[src/rtl/uart_ctrl.sv]
// UART controller: 16x/1x baud tick generation, RX/TX byte FIFOs, register-bus front-end,
// TX drain sequencer that hands one byte at a time to the transmitter, and a level interrupt.

module uart_ctrl #(
    parameter int unsigned BAUD_DIV = 27,
    parameter int unsigned FIFO_AW  = 4
) (
    input  logic       clock,
    input  logic       reset,
    output logic       uart_tick_16x,
    output logic       uart_tick,
    input  logic [7:0] rx_data,
    input  logic       rx_ready,
    output logic [7:0] tx_data,
    output logic       tx_write,
    input  logic       tx_busy,
    input  logic [1:0] addr,
    input  logic       wr,
    input  logic       rd,
    input  logic [7:0] wdata,
    output logic [7:0] rdata,
    output logic       ack,
    output logic       irq
);

    localparam int unsigned DEPTH    = 1 << FIFO_AW;
    localparam int unsigned CW       = FIFO_AW + 1;
    localparam logic [15:0] DIV_LAST = 16'(BAUD_DIV - 1);

    typedef enum logic [1:0] {
        S_IDLE,
        S_LOAD,
        S_WAIT_HI,
        S_WAIT_LO
    } state_t;

    logic [15:0]        r_div_cnt, w_div_nxt;
    logic [3:0]         r_sub_cnt, w_sub_nxt;
    logic               r_tick_16x, r_tick;

    logic [7:0]         r_rx_mem [DEPTH];
    logic [FIFO_AW-1:0] r_rx_wp, r_rx_rp;
    logic [CW-1:0]      r_rx_cnt;
    logic [7:0]         r_tx_mem [DEPTH];
    logic [FIFO_AW-1:0] r_tx_wp, r_tx_rp;
    logic [CW-1:0]      r_tx_cnt;

    logic               r_rx_ovr, r_tx_ovf;
    logic [1:0]         r_ctrl;
    state_t             r_state, w_state_nxt;
    logic [7:0]         r_tx_data, r_rdata, w_rdata_nxt, w_status;
    logic               r_tx_write, r_ack, r_irq;

    logic w_rd, w_wr0, w_rx_nonempty, w_rx_full, w_tx_nonempty, w_tx_full, w_tx_idle;
    logic w_rx_push, w_rx_pop, w_rx_drop, w_tx_push, w_tx_pop, w_tx_drop;
    logic w_ctrl_wr, w_clr_sticky;

    assign uart_tick_16x = r_tick_16x;
    assign uart_tick     = r_tick;
    assign tx_data       = r_tx_data;
    assign tx_write      = r_tx_write;
    assign rdata         = r_rdata;
    assign ack           = r_ack;
    assign irq           = r_irq;

    // Ticks are registered, so they are decoded from the counters' next values.
    always_comb begin
        w_div_nxt = (r_div_cnt == DIV_LAST) ? 16'd0 : r_div_cnt + 16'd1;
        w_sub_nxt = r_sub_cnt + {3'b000, r_tick_16x};
    end

    // A simultaneous wr and rd is a write; only the rd-alone case reads.
    assign w_rd          = rd & ~wr;
    assign w_wr0         = wr & (addr == 2'd0);
    assign w_ctrl_wr     = wr & (addr == 2'd2);
    assign w_clr_sticky  = w_ctrl_wr & wdata[7];

    assign w_rx_nonempty = (r_rx_cnt != '0);
    assign w_rx_full     = (r_rx_cnt == CW'(DEPTH));
    assign w_tx_nonempty = (r_tx_cnt != '0);
    assign w_tx_full     = (r_tx_cnt == CW'(DEPTH));
    assign w_tx_idle     = ~w_tx_nonempty & (r_state == S_IDLE);

    assign w_rx_pop      = w_rd & (addr == 2'd0) & w_rx_nonempty;
    assign w_rx_push     = rx_ready & (~w_rx_full | w_rx_pop);
    assign w_rx_drop     = rx_ready & w_rx_full & ~w_rx_pop;
    assign w_tx_push     = w_wr0 & ~w_tx_full;
    assign w_tx_drop     = w_wr0 & w_tx_full;

    assign w_status = {2'b00, r_tx_ovf, r_rx_ovr, w_tx_full, w_tx_idle, w_rx_full, w_rx_nonempty};

    always_comb begin
        w_rdata_nxt = 8'h00;
        case (addr)
            2'd0:    w_rdata_nxt = w_rx_nonempty ? r_rx_mem[r_rx_rp] : 8'h00;
            2'd1:    w_rdata_nxt = w_status;
            2'd2:    w_rdata_nxt = {6'b000000, r_ctrl};
            default: w_rdata_nxt = 8'h00;
        endcase
    end

    // TX drain: one byte per transmitter busy cycle.
    always_comb begin
        w_state_nxt = r_state;
        w_tx_pop    = 1'b0;
        case (r_state)
            S_IDLE:    if (w_tx_nonempty) w_state_nxt = S_LOAD;
            S_LOAD: begin
                w_tx_pop    = 1'b1;
                w_state_nxt = S_WAIT_HI;
            end
            S_WAIT_HI: if (tx_busy)  w_state_nxt = S_WAIT_LO;
            S_WAIT_LO: if (!tx_busy) w_state_nxt = S_IDLE;
            default:   w_state_nxt = S_IDLE;
        endcase
    end

    always_ff @(posedge clock) begin
        if (w_rx_push) r_rx_mem[r_rx_wp] <= rx_data;
        if (w_tx_push) r_tx_mem[r_tx_wp] <= wdata;
    end

    always_ff @(posedge clock) begin
        if (reset) begin
            r_div_cnt  <= '0;
            r_sub_cnt  <= '0;
            r_tick_16x <= 1'b0;
            r_tick     <= 1'b0;
            r_rx_wp    <= '0;
            r_rx_rp    <= '0;
            r_rx_cnt   <= '0;
            r_tx_wp    <= '0;
            r_tx_rp    <= '0;
            r_tx_cnt   <= '0;
            r_rx_ovr   <= 1'b0;
            r_tx_ovf   <= 1'b0;
            r_ctrl     <= '0;
            r_state    <= S_IDLE;
            r_tx_data  <= '0;
            r_tx_write <= 1'b0;
            r_rdata    <= '0;
            r_ack      <= 1'b0;
            r_irq      <= 1'b0;
        end else begin
            r_div_cnt  <= w_div_nxt;
            r_sub_cnt  <= w_sub_nxt;
            r_tick_16x <= (w_div_nxt == DIV_LAST);
            r_tick     <= (w_div_nxt == DIV_LAST) && (w_sub_nxt == 4'hF);

            if (w_rx_push) r_rx_wp <= r_rx_wp + FIFO_AW'(1);
            if (w_rx_pop)  r_rx_rp <= r_rx_rp + FIFO_AW'(1);
            case ({w_rx_push, w_rx_pop})
                2'b10:   r_rx_cnt <= r_rx_cnt + CW'(1);
                2'b01:   r_rx_cnt <= r_rx_cnt - CW'(1);
                default: r_rx_cnt <= r_rx_cnt;
            endcase

            if (w_tx_push) r_tx_wp <= r_tx_wp + FIFO_AW'(1);
            if (w_tx_pop)  r_tx_rp <= r_tx_rp + FIFO_AW'(1);
            case ({w_tx_push, w_tx_pop})
                2'b10:   r_tx_cnt <= r_tx_cnt + CW'(1);
                2'b01:   r_tx_cnt <= r_tx_cnt - CW'(1);
                default: r_tx_cnt <= r_tx_cnt;
            endcase

            if (w_ctrl_wr) r_ctrl <= wdata[1:0];
            r_rx_ovr <= (r_rx_ovr & ~w_clr_sticky) | w_rx_drop;
            r_tx_ovf <= (r_tx_ovf & ~w_clr_sticky) | w_tx_drop;

            r_state    <= w_state_nxt;
            r_tx_write <= (w_state_nxt == S_LOAD);
            if (w_state_nxt == S_LOAD) r_tx_data <= r_tx_mem[r_tx_rp];

            r_ack <= wr | rd;
            if (w_rd) r_rdata <= w_rdata_nxt;
            r_irq <= (r_ctrl[0] & w_rx_nonempty) | (r_ctrl[1] & w_tx_idle);
        end
    end

endmodule

[config.mk]
export PLATFORM = sky130hd
export DESIGN_NAME = uart_ctrl
export DESIGN_NICKNAME = d
export VERILOG_FILES = /design/src/rtl/uart_ctrl.sv
export SDC_FILE = /design/constraint.sdc
export NUM_CORES = 1
export LEC_CHECK = 0
export CAP_MARGIN = 20
export CORE_ASPECT_RATIO = 1.1
export CORE_UTILIZATION = 30
export DETAILED_ROUTE_END_ITERATION = 8
export HOLD_SLACK_MARGIN = 0.1
export MAX_ROUTING_LAYER = met4
export PLACE_DENSITY = 0.47
export SYNTH_ARGS = -nofsm -noshare
export SYNTH_HDL_FRONTEND = slang
export SYNTH_SLANG_ARGS = --single-unit
[constraint.sdc]
create_clock -name clock -period 2.95 [get_ports clock]
set_input_delay 0.295 -clock clock [delete_from_list [all_inputs] [get_ports clock]]
set_output_delay 0.295 -clock clock [all_outputs]
set_load 0.01 [all_outputs]
* Word level (Yosys, flattened, before mapping)
Memory sizes are Yosys's and may differ from the RTL's. A register that Yosys moved wholly into a read port is not among the register bits.
Index checks and enable logic that the tools add are counted.
** Operators by class
- Add/sub/neg operators :: 10
- Eq/ne operators :: 15
- Bitwise logic cells :: 27
- Reductions and logical operators :: 7
- Mux-type cells :: 16
** Operators with widths (count)
- equality test 16 x 5 -> 1 bit (second input constant) :: 2
- case mux 8 bit (3 select lines) :: 1
- case mux 5 bit (2 select lines) :: 2
- adder 16 x 1 -> 16 bit (second input constant) :: 1
- adder 4 x 1 -> 4 bit (second input constant) :: 4
- bitwise AND 1 bit :: 16
- 2-to-1 mux 16 bit :: 1
- adder 5 x 1 -> 5 bit (second input constant) :: 2
- equality test 2 x 1 -> 1 bit (second input constant) :: 5
- equality test 2 bit (second input constant) :: 5
- equality test 5 bit (second input constant) :: 2
- nonzero test 5 bit :: 2
- subtractor 5 x 1 -> 5 bit (second input constant) :: 2
- 2-to-1 mux 4 bit :: 2
- 2-to-1 mux 8 bit :: 1
- case mux 2 bit (4 select lines) :: 1
- 2-to-1 mux 2 bit :: 3
- NOT 1 bit :: 6
- 2-to-1 mux 1 bit :: 5
- OR 1 bit :: 5
- adder 4 x 1 -> 4 bit :: 1
- equality test 4 bit (second input constant) :: 1
- zero test 2 bit :: 2
- nonzero test 2 bit :: 2
- logical AND 1 bit :: 1
** Word-level totals
- Bits in writable memories :: 256
- Output and inout port bits :: 21
- Memories :: 2
- Flip-flop bits (word level) :: 65
- Logic and storage cells :: 95
- Input bits :: 24
** Memories
- r_rx_mem :: depth 16, width 8, read ports 1, clocked after memory_dff 1, write ports 1, line 41 : logic [7:0] r_rx_mem [DEPTH];
- r_tx_mem :: depth 16, width 8, read ports 1, clocked after memory_dff 1, write ports 1, line 44 : logic [7:0] r_tx_mem [DEPTH];

* Longest topological paths before layout
Gate-level depths: netlist of run 1.
- Word-level depth :: 8
- Depth in mapped cells :: 13
- Depth with buffers taken out :: 11

* Least setup slack after synthesis of run 1
No wires, ideal clock.
- Path kind :: register to register
- Start :: reg r_tx_cnt[1]
- End :: reg r_tx_cnt[4]
- Data required time :: 2829 ps
- Arrival time :: 2891 ps
- Period minus slack after synthesis :: 3012 ps
- Path slack :: -62 ps
- Setup time :: 121 ps
- Stages on the path, launching flop included :: 14
- Path buffers :: 2
- Path through :: dfxtp_1 -> buf_2 -> nor4_4 -> a2111oi_4 -> inv_1 -> ha_1 -> clkbuf_1 -> xor2_1 -> ha_1 -> o21a_1 -> o21ai_0 -> nand2b_1 -> a211oi_1 -> mux2_2
** On the way
- Cells in the longest elaborated chain, start to end :: 5
- Elaborated cells between the ends (all ways) :: 9
- Those cells by class :: add/sub: 2; eq/ne: 3; mux: 1; bitwise: 2; reduce/logical: 1
** RTL lines
- start: declaration :: line 46 : logic [CW-1:0] r_tx_cnt;
- start signal: assignment :: line 161 : 2'b10: r_tx_cnt <= r_tx_cnt + CW'(1);
- start signal: assignment :: line 162 : 2'b01: r_tx_cnt <= r_tx_cnt - CW'(1);
- start signal: assignment :: line 163 : default: r_tx_cnt <= r_tx_cnt;
- equality test 5 bit :: line 81 : assign w_tx_full = (r_tx_cnt == CW'(DEPTH));
- NOT 1 bit :: line 87 : assign w_tx_push = w_wr0 & ~w_tx_full;
- bitwise AND 1 bit :: line 87
- equality test 2 x 1 -> 1 bit or equality test 2 bit (tied branches) :: line 160 : case ({w_tx_push, w_tx_pop})
- case mux 5 bit (2 select lines) or nonzero test 2 bit (tied branches)
Parallel ways exist; a longest one is shown, timed or not.
A chain may end at the register's enable or synchronous reset.

* Final worst setup path of run 1
- Start :: reg r_tx_cnt[0]
- End :: reg r_tx_cnt[4]
The elaborated chain is that of the path after synthesis.

==> metrics.md, run 1 <==
| Metric | Value |
|---|---|
| DRC | 0 |
| Antenna-violating nets left | 0 |
| Area fraction of the dominant cell type after synthesis | 56.8% |
| CTS root buffer | clkbuf_16 |
| Worst-Skew Late Latency | 0.55 ns |
| First-pass GRT wire length | 45400 µm |
| Placed Cells | 1505 |
| Hold WS | 0.407 ns |
| Post-synth EDFFs | 256 |
| Core outline area | 44500 µm² |
| Tot GR Track Use | 13.5% |
| Syn Area/Cell | 15.7 µm² |
| Clock Path Buffers | 3 |
| Lkg Pwr | 5.29 nW |
| Max cap viols | 0 |
| TritonCTS clock tree | done |
| Synth top area cells | edfxtp_1, dfxtp_1, mux4_2, nor2_1, ha_1 |
| DR iter-0 viols | 401 |
| Max-slew headroom | 42.9% |
| Gpl congestion | 0.777 |
| Die Wd | 205 µm |
| CP Launch Type | register |
| Gr ovfl total | 0 |
| Synth Register Bits | 333 |
| Post-synth cell types | 60 |
| Status | finished clean |
| Worst Setup End Kind | register |
| Yosys Warn Count | 0 |
| Cells after Synth | 862 |
| Max Slew Vio Count | 0 |
| Top FF cell, synth | edfxtp_1 |
| FFs w/ async S/R, synth | 0% |
| # IOs | 45 |
| Syn-to-layout area delta | 20.1% |
| Average wire per standard cell | 18.4 µm |
| Sink Count | 333 |
| Detailed Routing Iterations Pass 1 | 4 |
| Hold buffers post-CTS | 0 |
| Die Span Y | 225 µm |
| Port buffer count | 44 |
| Routed WL | 29000 µm |
| Synthesized net count | 905 |
| Layout cells sized above 1 | 20.7% |
| Num rows | 81 |
| Final hold vios | 0 |
| Die area | 46000 µm² |
| Critical path required time | 3.37 ns |
| Largest net degree at the start of global routing | 63 |
| Resize count post-CTS | 0 |
| CP arrival | 3.08 ns |
| Highest Clock Rate | 0.376 GHz |
| Routed vias/inst | 4.69 |
| Worst Skew | 0.0203 ns |
| Period utilization | 90.0% |
| Post-Layout Cell Count | 1575 |
| Fill count | 4204 |
| Synth area leader | edfxtp_1 |
| Pre-CTS WS | -0.0664 ns |
| Total CTS buffers | 38 |
| Worst-path clk slew | 0.06 ns |
| Synthesized area | 13500 µm² |
| Final min period | 2.66 ns |
| H-tree lvl count | 2 |
| Worst slew pin tran | 0.855 ns |
| Number of setup violations in the final report | 0 |
| Worst Path Max Fanout | 4 |
| Worst VDD drop | 360 µV |
| Commonest cells post-synth | edfxtp_1, nor2_1, dfxtp_1, mux4_2, nand2_1 |
| Cell with the most instances after synthesis | edfxtp_1 |
| Pwr dens | 688 nW/µm² |
| Core Util, Final | 36.6% |
| Dpl hpwl | 19300 µm |
| Fin nets | 1007 |
| Unrepaired setup endpoints after global routing | false |
| Initial Util | 30.4% |
| Kind of critical path | reg2reg |
| Antenna violations before repair | 1 |
| Setup Fix Bufs, Post-CTS | 0 |
| Vias in the first global route | 7590 |
| Final WS setup | 0.294 ns |
| Vias | 7379 |
| Seq/Total Area, Yosys | 68.1% |
| Hold Crit Class | in2reg |
## metal layers
layer	wire length [µm]	global-route usage, %
met1	12600	16.4
met2	14400	22.2
met3	1280	3.03
met4	779	4.36
met5	0	-
## registers in the layout, summed over array words and instances, names as in the netlist, 2 cells and up, named ones only
name       count
r_tx_wp        4
r_tx_mem     128
r_state        2
r_rx_cnt       5
tx_data        8
rdata          8
r_rx_rp        4
r_tx_rp        4
r_tx_cnt       5
r_rx_wp        4
r_div_cnt     16
r_sub_cnt      4
r_rx_mem     128
r_ctrl         2
## worst max-delay path: stages, from the launching register on
cell	delay (ns)
dfxtp_1	0.44
nor4_4	0.09
a2111oi_4	0.31
inv_1	0.10
ha_1	0.23
xor2_1	0.15
ha_1	0.20
o21a_1	0.16
o21ai_0	0.15
nand2b_1	0.08
a211oi_1	0.27
mux2_2	0.36
## layout by cell type, fill, tap and decap left out, drive strengths merged, types with 17 or more instances in the layout
cell | synthesis | layout
ha | 19 | 19
nand3 | 20 | 20
a22oi | 21 | 21
xor2 | 17 | 17
nor2 | 91 | 91
nand2 | 47 | 47
buf | 21 | 69
edfxtp | 256 | 256
mux4 | 68 | 68
a21oi | 30 | 30
clkbuf | 28 | 47
dfxtp | 77 | 77
clkdlybuf4s50 | 0 | 43
xnor2 | 19 | 19
## area by class of cell
cell class	count	area [µm²]	share of cell area, %
multi-input combinational	468	4040	24.9
antenna	1	2.50	0.0154
clock buffer	47	1020	6.25
inverter	11	41.3	0.254
tap	581	727	4.47
timing repair buffer	112	971	5.97
clock inverter	22	231	1.42
sequential	333	9230	56.8
## worst paths after layout
check	slack (ns)	endpoint	startpoint	cells past startpoint
setup / recovery	0.29	r_tx_cnt[4]	r_tx_cnt[0]	11
hold / removal	0.41	r_state[0]	tx_busy	3
setup reg to reg	0.29	r_tx_cnt[4]	r_tx_cnt[0]	11
hold reg to reg	0.45	tx_data[5]	tx_data[5]	2
## power by group
part	switching (mW)	internal, mW
clock network	1.88	2.81
registers	0.0829	5.18
logic	0.640	0.599
total	2.60	8.59
## cell families (layout without fill, tap and decap cells)
group,count (synthesis),after routing,synth area share [%]
fa+ha+maj,19,19,1.76
mux,77,77,12.0
buf+inv,61,192,2.01
xor+xnor,36,36,2.33
other cells,0,1,0
compound gates,97,97,5.06
flops,333,333,68.1
simple gates,239,239,8.69
## through the flow
step                      power (mW)  TNS [ns]  instance area (µm²)
after detailed placement        6.63   -0.0664                15000
final                           11.2         0                16300
after global placement          6.63   -0.0420                15000
after CTS                       11.4         0                16300
after global routing            11.7         0                16300
after floorplan                 6.12         0                13500
Note: power is estimated with default switching activity, not from simulation.
==> run 2, diff against run 1 <==
--- a/config.mk
+++ b/config.mk
@@ -8,6 +8,7 @@
 export CAP_MARGIN = 20
 export CORE_ASPECT_RATIO = 1.1
 export CORE_UTILIZATION = 30
+export CTS_CLUSTER_SIZE = 30
 export DETAILED_ROUTE_END_ITERATION = 8
 export HOLD_SLACK_MARGIN = 0.1
 export MAX_ROUTING_LAYER = met4
==> results of run 2 <==
The final DEF is identical to that of run 1; final timing and power are the same.
